[config.mk]
export PLATFORM = sky130hd
export DESIGN_NAME = axi_read_arbiter
export DESIGN_NICKNAME = d
export VERILOG_FILES = /design/src/rtl/axi_arb_pkg.sv /design/src/rtl/axi_read_arbiter_rr.sv /design/src/rtl/axi_read_arbiter.sv
export SDC_FILE = /design/constraint.sdc
export NUM_CORES = 1
export LEC_CHECK = 0
export CAP_MARGIN = 20
export CELL_PAD_IN_SITES_DETAIL_PLACEMENT = 1
export CELL_PAD_IN_SITES_GLOBAL_PLACEMENT = 2
export CORE_AREA = 2 2 308 310
export DETAILED_ROUTE_END_ITERATION = 10
export DIE_AREA = 0 0 310 312
export GPL_TIMING_DRIVEN = 1
export PLACE_DENSITY_LB_ADDON = 0.25
export SLEW_MARGIN = 10
export SYNTH_ARGS = -nofsm -noshare
export SYNTH_HDL_FRONTEND = slang
export SYNTH_HIERARCHICAL = 1
export SYNTH_SLANG_ARGS = --single-unit
export TNS_END_PERCENT = 10
[constraint.sdc]
create_clock -name clk -period 3.11 [get_ports clk]
set_input_delay 0.7775 -clock clk [delete_from_list [all_inputs] [get_ports clk]]
set_output_delay 0.7775 -clock clk [all_outputs]
set_load 0.05 [all_outputs]
[src/rtl/axi_arb_pkg.sv]
// Shared types for the AXI read arbiter.
//   - arb_state_t : arbiter FSM states
//   - ar_fields_t : AR fields latched at grant time
//   - axi_req_t / axi_resp_t : AXI master-to-slave and slave-to-master bundles.
//     The write-channel fields are carried so the bundles match the rest of the
//     SoC, but the read arbiter never uses them.
package axi_arb_pkg;

  localparam int AXI_ADDR_W = 32;
  localparam int AXI_DATA_W = 64;
  localparam int AXI_ID_W   = 4;
  localparam int ARB_BEAT_W = 8;

  typedef enum logic [1:0] {
    IDLE = 2'd0,
    ADDR = 2'd1,
    DATA = 2'd2
  } arb_state_t;

  typedef struct packed {
    logic [AXI_ADDR_W-1:0] araddr;
    logic [7:0]            arlen;
    logic [2:0]            arsize;
    logic [1:0]            arburst;
  } ar_fields_t;

  typedef struct packed {
    logic                    awvalid;
    logic [AXI_ID_W-1:0]     awid;
    logic [AXI_ADDR_W-1:0]   awaddr;
    logic [7:0]              awlen;
    logic [2:0]              awsize;
    logic [1:0]              awburst;
    logic                    wvalid;
    logic [AXI_DATA_W-1:0]   wdata;
    logic [AXI_DATA_W/8-1:0] wstrb;
    logic                    wlast;
    logic                    bready;
    logic                    arvalid;
    logic [AXI_ID_W-1:0]     arid;
    logic [AXI_ADDR_W-1:0]   araddr;
    logic [7:0]              arlen;
    logic [2:0]              arsize;
    logic [1:0]              arburst;
    logic                    rready;
  } axi_req_t;

  typedef struct packed {
    logic                  awready;
    logic                  wready;
    logic                  bvalid;
    logic [AXI_ID_W-1:0]   bid;
    logic [1:0]            bresp;
    logic                  arready;
    logic                  rvalid;
    logic [AXI_ID_W-1:0]   rid;
    logic [AXI_DATA_W-1:0] rdata;
    logic [1:0]            rresp;
    logic                  rlast;
  } axi_resp_t;

endpackage

[src/rtl/axi_read_arbiter_rr.sv]
// Combinational round-robin picker.
//   req       : one request bit per port
//   ptr       : highest-priority port for this pick
//   gnt_valid : at least one port is requesting
//   gnt_idx   : first requesting port at or after ptr, wrapping at N
module rr_arbiter #(
  parameter int N = 2,
  localparam int IDX_W = (N > 1) ? $clog2(N) : 1
) (
  input  logic [N-1:0]     req,
  input  logic [IDX_W-1:0] ptr,
  output logic             gnt_valid,
  output logic [IDX_W-1:0] gnt_idx
);

  int               cand;
  logic [IDX_W-1:0] cand_idx;

  always_comb begin
    gnt_valid = 1'b0;
    gnt_idx   = '0;
    cand      = 0;
    cand_idx  = '0;
    for (int i = 0; i < N; i++) begin
      cand = int'(ptr) + i;
      if (cand >= N) cand = cand - N;
      cand_idx = IDX_W'(cand);
      if (!gnt_valid && req[cand_idx]) begin
        gnt_valid = 1'b1;
        gnt_idx   = cand_idx;
      end
    end
  end

endmodule

[src/rtl/axi_read_arbiter.sv]
// Shares one AXI read master among NUM_PORTS requesters, one whole burst at a
// time, in round-robin order, and checks each burst's beat count against arlen.
//   clk, rst_n  : clock, asynchronous active-low reset
//   s_axi_req   : per-requester AR/R request fields
//   s_axi_resp  : per-requester arready / R channel
//   m_axi_req   : to interconnect (write channel tied to zero, arid = 0)
//   m_axi_resp  : from interconnect
//   busy        : FSM not in IDLE
//   grant_id    : current or last granted port
//   proto_err   : sticky beat-count / arlen error
//   dbg_state   : FSM state
//
// Handshakes: a transfer happens on a rising edge where valid and ready are
// both high. A valid, once raised by the arbiter, is held with stable payload
// until that edge; ready may depend combinationally on valid.
module axi_read_arbiter
  import axi_arb_pkg::*;
#(
  parameter int NUM_PORTS = 2,
  parameter int MAX_ARLEN = 15,
  localparam int IDX_W = (NUM_PORTS > 1) ? $clog2(NUM_PORTS) : 1
) (
  input  logic             clk,
  input  logic             rst_n,
  input  axi_req_t         s_axi_req  [NUM_PORTS],
  output axi_resp_t        s_axi_resp [NUM_PORTS],
  output axi_req_t         m_axi_req,
  input  axi_resp_t        m_axi_resp,
  output logic             busy,
  output logic [IDX_W-1:0] grant_id,
  output logic             proto_err,
  output arb_state_t       dbg_state
);

  localparam logic [7:0] MAX_ARLEN_L = 8'(MAX_ARLEN);

  arb_state_t            state_q, state_d;
  logic [IDX_W-1:0]      grant_id_q, grant_id_d;
  logic [IDX_W-1:0]      rr_ptr_q, rr_ptr_d;
  logic [ARB_BEAT_W-1:0] beat_cnt_q, beat_cnt_d;
  logic                  proto_err_q, proto_err_d;
  ar_fields_t            ar_q, ar_d;

  logic [NUM_PORTS-1:0]  req_vec;
  logic                  gnt_valid;
  logic [IDX_W-1:0]      gnt_idx;
  logic                  beat;
  logic                  unused_ok;

  always_comb begin
    for (int p = 0; p < NUM_PORTS; p++) req_vec[p] = s_axi_req[p].arvalid;
  end

  rr_arbiter #(.N(NUM_PORTS)) u_rr (
    .req       (req_vec),
    .ptr       (rr_ptr_q),
    .gnt_valid (gnt_valid),
    .gnt_idx   (gnt_idx)
  );

  always_comb begin
    state_d     = state_q;
    grant_id_d  = grant_id_q;
    rr_ptr_d    = rr_ptr_q;
    beat_cnt_d  = beat_cnt_q;
    proto_err_d = proto_err_q;
    ar_d        = ar_q;
    beat        = 1'b0;

    m_axi_req         = '0;
    m_axi_req.arvalid = (state_q == ADDR);
    m_axi_req.araddr  = ar_q.araddr;
    m_axi_req.arlen   = ar_q.arlen;
    m_axi_req.arsize  = ar_q.arsize;
    m_axi_req.arburst = ar_q.arburst;
    for (int p = 0; p < NUM_PORTS; p++) s_axi_resp[p] = '0;

    case (state_q)
      IDLE: begin
        // The requester gets no arready here; its request is copied and
        // replayed to the interconnect from ADDR.
        if (gnt_valid) begin
          grant_id_d   = gnt_idx;
          ar_d.araddr  = s_axi_req[gnt_idx].araddr;
          ar_d.arlen   = s_axi_req[gnt_idx].arlen;
          ar_d.arsize  = s_axi_req[gnt_idx].arsize;
          ar_d.arburst = s_axi_req[gnt_idx].arburst;
          if (s_axi_req[gnt_idx].arlen > MAX_ARLEN_L) proto_err_d = 1'b1;
          state_d = ADDR;
        end
      end
      ADDR: begin
        // Issued even if the requester has since dropped arvalid.
        s_axi_resp[grant_id_q].arready = m_axi_resp.arready;
        if (m_axi_resp.arready) begin
          beat_cnt_d = '0;
          state_d    = DATA;
        end
      end
      DATA: begin
        m_axi_req.rready              = s_axi_req[grant_id_q].rready;
        s_axi_resp[grant_id_q].rvalid = m_axi_resp.rvalid;
        s_axi_resp[grant_id_q].rdata  = m_axi_resp.rdata;
        s_axi_resp[grant_id_q].rlast  = m_axi_resp.rlast;
        s_axi_resp[grant_id_q].rresp  = m_axi_resp.rresp;
        beat = m_axi_resp.rvalid && s_axi_req[grant_id_q].rready;
        if (beat) begin
          if (beat_cnt_q != '1) beat_cnt_d = beat_cnt_q + ARB_BEAT_W'(1);
          // beat_cnt_q is the zero-based index of this beat, so the last beat
          // of a well-formed burst arrives with beat_cnt_q == arlen.
          if (m_axi_resp.rlast) begin
            if (beat_cnt_q != ar_q.arlen) proto_err_d = 1'b1;
            if (grant_id_q == IDX_W'(NUM_PORTS - 1)) rr_ptr_d = '0;
            else                                     rr_ptr_d = grant_id_q + IDX_W'(1);
            state_d = IDLE;
          end else if (beat_cnt_q >= ar_q.arlen) begin
            proto_err_d = 1'b1;
          end
        end
      end
      default: state_d = IDLE;
    endcase
  end

  always_ff @(posedge clk or negedge rst_n) begin
    if (!rst_n) begin
      state_q     <= IDLE;
      grant_id_q  <= '0;
      rr_ptr_q    <= '0;
      beat_cnt_q  <= '0;
      proto_err_q <= 1'b0;
      ar_q        <= '0;
    end else begin
      state_q     <= state_d;
      grant_id_q  <= grant_id_d;
      rr_ptr_q    <= rr_ptr_d;
      beat_cnt_q  <= beat_cnt_d;
      proto_err_q <= proto_err_d;
      ar_q        <= ar_d;
    end
  end

  assign busy      = (state_q != IDLE);
  assign grant_id  = grant_id_q;
  assign proto_err = proto_err_q;
  assign dbg_state = state_q;

  // Write-channel and ID fields of the bundles are intentionally ignored.
  always_comb begin
    unused_ok = ^m_axi_resp;
    for (int p = 0; p < NUM_PORTS; p++) unused_ok = unused_ok ^ (^s_axi_req[p]);
  end

endmodule

==> results of run 1 <==
logic make-up (layout without fill, tap and decap cells):
kind of cell,count (synthesis),in the layout,synth area share
buf+inv,214,420,0.271
simple gates,299,299,0.234
flops,58,58,0.282
other cells,1,155,0.000729
mux,49,49,0.0958
compound gates,75,75,0.0851
fa+ha+maj,13,13,0.0316
final cells by class:
class                   instances  area (µm²)  area share
repair buffers                386        5270       0.449
multi-input cells             591        3080       0.263
well taps                    1254        1570       0.134
flip-flops and latches         58        1450       0.124
clock buffers                   9         225      0.0192
clock inverters                 7        77.6     0.00661
inverters                      18        67.6     0.00575
worst max-delay path: stages (launching register included):
cell and delay (ns):
dfrtp_1 0.44, inv_1 0.14, ha_4 0.35, buf_6 0.21, nand3_1 0.21, nor2_1 0.26, buf_12 0.18
Yosys cell counts:
| library cell | count |
|---|---|
| a2111oi_2 | 1 |
| a211oi_1 | 1 |
| a21boi_1 | 1 |
| a21o_1 | 1 |
| a21oi_1 | 49 |
| a221o_1 | 1 |
| a2bb2oi_1 | 1 |
| a31o_2 | 2 |
| a41oi_1 | 1 |
| and2_1 | 2 |
| and3_1 | 5 |
| buf_1 | 5 |
| buf_2 | 5 |
| buf_4 | 156 |
| clkbuf_1 | 30 |
| conb_1 | 1 |
| dfrtp_1 | 58 |
| ha_1 | 13 |
| inv_1 | 18 |
| mux2_2 | 2 |
| mux2i_1 | 47 |
| nand2_1 | 77 |
| nand2b_1 | 1 |
| nand3_1 | 7 |
| nand3b_1 | 1 |
| nand4_1 | 5 |
| nor2_1 | 186 |
| nor2b_1 | 4 |
| nor3_1 | 5 |
| nor3b_1 | 1 |
| nor4_1 | 2 |
| nor4b_1 | 1 |
| o2111ai_1 | 1 |
| o211a_1 | 1 |
| o211ai_1 | 1 |
| o21a_1 | 1 |
| o21ai_0 | 9 |
| o21bai_1 | 1 |
| o221ai_1 | 1 |
| o31ai_1 | 2 |
| or2_1 | 2 |
per-layer routing:
layer  global-route usage  part of all wire
met5                    0            0.0012
met4               0.0145             0.010
met2                0.119              0.48
met1               0.0769              0.39
met3               0.0336              0.12
flip-flops by register name (all words and copies together) (netlist names):
name        count
proto_err       1
rr_ptr_q        1
beat_cnt_q      8
dbg_state       2
grant_id        1
m_axi_req      45
stage by stage:
step           instances  hold slack [ns]  cell area [µm²]  worst slack [ns]
2_1_floorplan        863            0.469             5840            -0.161
3_3_place_gp        2306            0.460            11300             0.264
3_5_place_dp        2306            0.469            11300             0.267
4_1_cts             2322            0.488            11700           -0.0468
5_1_grt             2323            0.306            11700            0.0132
6_report            2323            0.300            11700             0.174
how the worst max path moves through the flow:
stage,startpoint,endpoint,cells after the start
detailed placement,dbg_state[0],s_axi_resp[56],7
finish,dbg_state[1],s_axi_resp[154],6
CTS,dbg_state[0],s_axi_resp[56],7
floorplan,dbg_state[0],s_axi_resp[118],7
global route,dbg_state[0],s_axi_resp[92],6
global placement,dbg_state[0],s_axi_resp[56],7
timing repair:
item	in CTS	in global routing
endpoints found under the setup margin	43	5
buffers inserted	0	0
gates resized for setup	5	8
power by group:
group          total (mW)  internal, mW  switching [mW]
Combinational        6.54          2.16            4.38
Sequential           1.28          1.07           0.206
Clock                1.12         0.626           0.498
Total                8.94          3.86            5.08
==> results.md, run 1 <==
- Status: finished clean
- Post-detail-place hpwl: 29.7 mm
- Yosys top cell by area: dfrtp_1
- Synth area leaders: dfrtp_1, buf_4, nor2_1
- Syn-to-layout area delta: 128%
- Worst slew margin: 0.473
- FF-to-FF End: beat_cnt_q[7]
- Reg-to-Reg Start: dbg_state[0]
- IO Count: 781
- #FFs+latches synth: 58
- Clk pin slew, worst setup/hold paths: 0.07 ns
- Worst-margin pin slew: 0.780 ns
- Total power: 8.94 mW
- Cell Pwr Density: 761 mW/mm²
- Buffers on Ports: 354
- Tmin final: 2.94 ns
- Clk_lat worst skew: 0.37 ns
- Count of final setup violators: 0
- MaxCap Viol Count: 0
- Vias per Instance: 2.45
- # fillers: 11,000
- CP Class: reg -> out
- Crit. End Element: primary output
- Avg Cell Area, Syn: 7.26 µm²
- Hold Crit Class: in -> async
- Core Region: 0.0930 mm²
- Leakage power: 4.54 nW
- Final hold violations: 0
- Number of global-route vias before repair: 5,908
- Worst path arrival time: 2.16 ns
- Final ANT Viol Nets: 0
- Initial antenna violation count: 7
- Initial Util: 0.0553
- Largest net degree at the start of global routing: 59
- Reg2reg setup slack: 0.62 ns
- Setup TNS: 0 ns
- First-pass GRT wire length: 46.6 mm
- CTS tree: built
- Commonest cells after routing, fill and taps aside: clkdlybuf4s50_1, conb_1, buf_12
- Starting DRT DRC Count: 132
- Clock root buffer: clkbuf_16
- Setup crit start kind: register
- Final core occ: 0.126
- Layout cells sized above 1: 0.230
- Syn. warnings: 6
- Pre-antenna DRT Iters: 4
- DRC Markers: 0
- Post-Synthesis Cell Area: 0.00515 mm²
- Total CTS buffers: 9
- Setup Skew: 0.00882 ns
- Die H: 312 µm
- Tcrit/Tclk final: 0.944
- Area share of the largest cell type after synthesis: 0.282
- Commonest non-fill, non-tap cell in the layout: clkdlybuf4s50_1
- Cells after Synth: 709
- Clock buffer depth: 2
- Antenna Cells: 0
- FMAX: 341 MHz
- Worst VDD drop: 0.000285 V
- Cts hold-fix bufs: 0
- Clock sinks: 58
- Routed vias: 5,683
- Gr usage total: 0.0692
- Total congestion overflow: 0
- Final Max Slew Viols: 0
- Sequential area share after synthesis: 0.282
- Die area: 0.0967 mm²
- Nets: 1,513
- Max H-tree Level: 3
- Routability Congestion: 0.680
- # rows: 112
- Worst r2r path cells: 7
- Total Wirelength: 34.6 mm
- Crit path required time: 2.33 ns
- Count of cell types in the netlist: 41
- RSZ-0062 raised after global routing: no
- DR WL/cell: 14.9 µm
- CP Max Fanout: 15
- Die W: 310 µm
(Power assumes the default switching activity.)
==> inputs of run 2 (changes only) <==
- ABC_AREA: unset -> 1
- CORE_AREA: 2 2 308 310 -> 2 2 307 309
- DIE_AREA: 0 0 310 312 -> 0 0 309 311
- clock period: 3.11 -> 2.97 ns (I/O delays scaled with it)
==> run 2 against run 1 <==
  * Flip-flop and latch count did not move
  * Worst setup slack got worse by 0.13 ns
  * First-iteration DRC count rose by 11%
  * Clock skew fell by 0.0035 ns
  * Routed wire length rose by 8.0%
  * Largest power group unchanged
  * Highest routed layer unchanged
==> results.md, run 2 <==
- Int Power: 4.24 mW (was 3.86 mW)
- MaxCap Viol Count: 0 (unchanged)
- Clock power frac: 0.117 (was 0.126)
- Total Wirelength: 37.4 mm (was 34.6 mm)
- Final Max Slew Viols: 0 (unchanged)
- Buffers on Ports: 354 (unchanged)
- RSZ-0062 raised after global routing: yes (was no)
- Worst r2r path cells: 11 (was 7)
- Count of cell types in the netlist: 32 (was 41)
- Met1 wire length: 15.2 mm (was 13.4 mm)
- Multi-input logic area: 0.00333 mm² (was 0.00308 mm²)
- Clock sinks: 58 (unchanged)
- CP Class: reg -> out (unchanged)
- Comb pwr share: 0.745 (was 0.731)
- Worst-margin pin slew: 0.662 ns (was 0.780 ns)
- Final ANT Viol Nets: 0 (unchanged)
- Reg power frac: 0.137 (was 0.143)
- Max FFs per register: 45 (unchanged)
- Layout cells sized above 1: 0.262 (was 0.230)
- Largest net degree at the start of global routing: 59 (unchanged)
- Final hold violations: 0 (unchanged)
- Initial Util: 0.0582 (was 0.0553)
- CP Max Fanout: 24 (was 15)
- Post-Synthesis Cell Area: 0.00540 mm² (was 0.00515 mm²)
- Sw Share: 0.575 (was 0.568)
- Worst path arrival time: 2.18 ns (was 2.16 ns)
- Worst slew margin: 0.557 (was 0.473)
- Register area: 0.00145 mm² (unchanged)
- Top layer in use: met5 (unchanged)
- Commonest non-fill, non-tap cell in the layout: clkdlybuf4s50_1 (unchanged)
- Count of final setup violators: 0 (unchanged)
- Number of global-route vias before repair: 6,708 (was 5,908)
- Yosys top cell by area: dfrtp_1 (unchanged)
- Psw: 5.75 mW (was 5.08 mW)
- Clock root buffer: clkbuf_16 (unchanged)
- Clk_lat worst skew: 0.35 ns (was 0.37 ns)
- Vias per Instance: 2.58 (was 2.45)
- Commonest cells after routing, fill and taps aside: clkdlybuf4s50_1, conb_1, buf_12 (unchanged)
- Worst VDD drop: 0.000316 V (was 0.000285 V)
- Status: finished clean (unchanged)
- Fin worst setup slack: 0.0454 ns (was 0.174 ns)
- Leakage power: 4.97 nW (was 4.54 nW)
- Starting DRT DRC Count: 146 (was 132)
- Ys flop type: dfrtp_1 (unchanged)
- DR WL/cell: 15.5 µm (was 14.9 µm)
- Tcrit/Tclk final: 0.985
- Synth async-reset ratio: 1.00 (unchanged)
- Total CTS buffers: 9 (unchanged)
- CTS tree: built (unchanged)
- Routed vias: 6,234 (was 5,683)
- First-pass GRT wire length: 52.0 mm (was 46.6 mm)
- Clock buffer depth: 2 (unchanged)
- Max H-tree Level: 3 (unchanged)
- Syn-to-layout area delta: 130% (was 128%)
- IO Count: 781 (unchanged)
- Cell Pwr Density: 806 mW/mm² (was 761 mW/mm²)
- Die area: 0.0961 mm² (was 0.0967 mm²)
- Tmin final: 2.92 ns
- Avg Cell Area, Syn: 6.69 µm² (was 7.26 µm²)
- Number of synthesized flops with an enable pin: 0 (unchanged)
- Sequential area share after synthesis: 0.269 (was 0.282)
- Total congestion overflow: 0 (unchanged)
- Worst Hold Slack: 0.407 ns (was 0.300 ns)
- Setup Skew: 0.00529 ns (was 0.00882 ns)
- # fillers: 11,000 (about the same)
- Post-synth top cells: buf_4, nor3_1, inv_1 (was nor2_1, buf_4, nand2_1)
- Crit. End Element: primary output (unchanged)
- Syn. warnings: 6 (unchanged)
- Initial antenna violation count: 10 (was 7)
- Crit path required time: 2.23 ns (was 2.33 ns)
- DRC Markers: 0 (unchanged)
- Post-detail-place hpwl: 31.1 mm (was 29.7 mm)
- #FFs+latches synth: 58 (unchanged)
- Setup crit start kind: register (unchanged)
- Routed met2 length: 16.8 mm (was 16.6 mm)
- FMAX: 342 MHz
- Hold Crit Class: in -> async (unchanged)
- Die H: 311 µm (was 312 µm)
- Core Region: 0.0928 mm² (was 0.0930 mm²)
- Area share of the largest cell type after synthesis: 0.269 (was 0.282)
- Setup slack after placement: 0.0158 ns (was 0.267 ns)
- Pre-antenna DRT Iters: 4 (unchanged)
- Gr usage total: 0.0752 (was 0.0692)
- Clk pin slew, worst setup/hold paths: 0.06 ns (was 0.07 ns)
- # rows: 112 (unchanged)
- Die W: 309 µm (was 310 µm)
- Met3 wire length: 4.98 mm (was 4.24 mm)
- Cells after Synth: 807 (was 709)
- Routability Congestion: 0.675 (was 0.680)
- Synth area leaders: dfrtp_1, buf_4, nor3_1 (was dfrtp_1, buf_4, nor2_1)
- Count leader, synth: buf_4 (was nor2_1)
- Nets: 1,608 (was 1,513)
[run 2: changes by cell type in the layout (fill, tap and decap cells not counted), sizes merged, moves of 5 or more]
| cell | before | now |
|---|---|---|
| and3 | 5 | 0 |
| buf | 175 | 180 |
| nor2 | 186 | 59 |
| mux2i | 47 | 0 |
| nand2 | 77 | 103 |
| nor3 | 5 | 136 |
| o21ai | 9 | 19 |
| inv | 19 | 108 |
| a21oi | 49 | 80 |
[run 2: metrics by stage]
step	std cells	power, mW	utilization	cell area (µm²)	setup TNS, ns
3_3_place_gp	2398	8.48	0.124	11500	-0.0117
3_5_place_dp	2398	8.49	0.124	11500	0
2_1_floorplan	961	5.53	-	6000	-52.35
4_1_cts	2414	9.89	0.129	12000	-1.44
5_1_grt	2418	10.7	0.134	12400	-3.02
6_report	2419	9.99	0.134	12400	0
[run 2: path summary, 6_finish.rpt]
kind | from | end | slack, ns
hold / removal | rst_n | m_axi_req[3] | 0.41
min in group clk | proto_err | proto_err | 0.47
setup / recovery | dbg_state[1] | s_axi_resp[29] | 0.05
hold reg to reg | proto_err | proto_err | 0.47
max in group asynchronous | rst_n | m_axi_req[33] | 2.23
setup reg to reg | dbg_state[0] | beat_cnt_q[4] | 0.91
[run 2: critical path, cell delays in order, from the launching register on]
cell,delay (ns)
dfrtp_1,0.39
inv_1,0.10
ha_2,0.39
inv_8,0.10
buf_12,0.19
buf_4,0.20
nor3_2,0.27
buf_12,0.18
[run 2: final cells by class]
| type | count | area share |
|---|---|---|
| tap | 1254 | 0.126 |
| inverter | 108 | 0.0333 |
| antenna | 1 | 0.000202 |
| multi-input combinational | 590 | 0.268 |
| clock buffer | 11 | 0.0188 |
| clock inverter | 5 | 0.00635 |
| timing repair buffer | 392 | 0.429 |
| sequential | 58 | 0.117 |
[run 2: logic make-up (layout without fill, tap and decap cells)]
kind of cell	count (synthesis)	after routing	share of synthesized area
simple gates	314	314	0.261
buf+inv	313	516	0.333
compound gates	106	106	0.104
flops	58	58	0.269
fa+ha+maj	13	13	0.0301
xor+xnor	2	2	0.00325
other cells	1	156	0.000695
[run 2: what timing repair did]
| item | in CTS | in global routing |
|---|---|---|
| cloned | 0 | 1 |
| setup endpoints to repair | 96 | 119 |
| buffers inserted | 0 | 3 |
| pin swaps | 0 | 2 |
| hold buffers | 0 | 0 |
| resized for setup | 44 | 69 |
[run 2: power by group through the flow]
stage               clock network [mW]  registers [mW]  logic [mW]
floorplan                            0            2.47        3.05
global placement                     0            1.40        7.08
detailed placement                   0            1.41        7.09
CTS                               1.24            1.40        7.25
global route                      1.27            1.43        8.00
finish                            1.17            1.37        7.45
[run 2: metal layers]
metal / up-vias / track usage
met4: 14 / 0.0119
met5: - / 0
met2: 366 / 0.121
met1: 2865 / 0.0880
met3: 25 / 0.0422
li1: 2964 / -
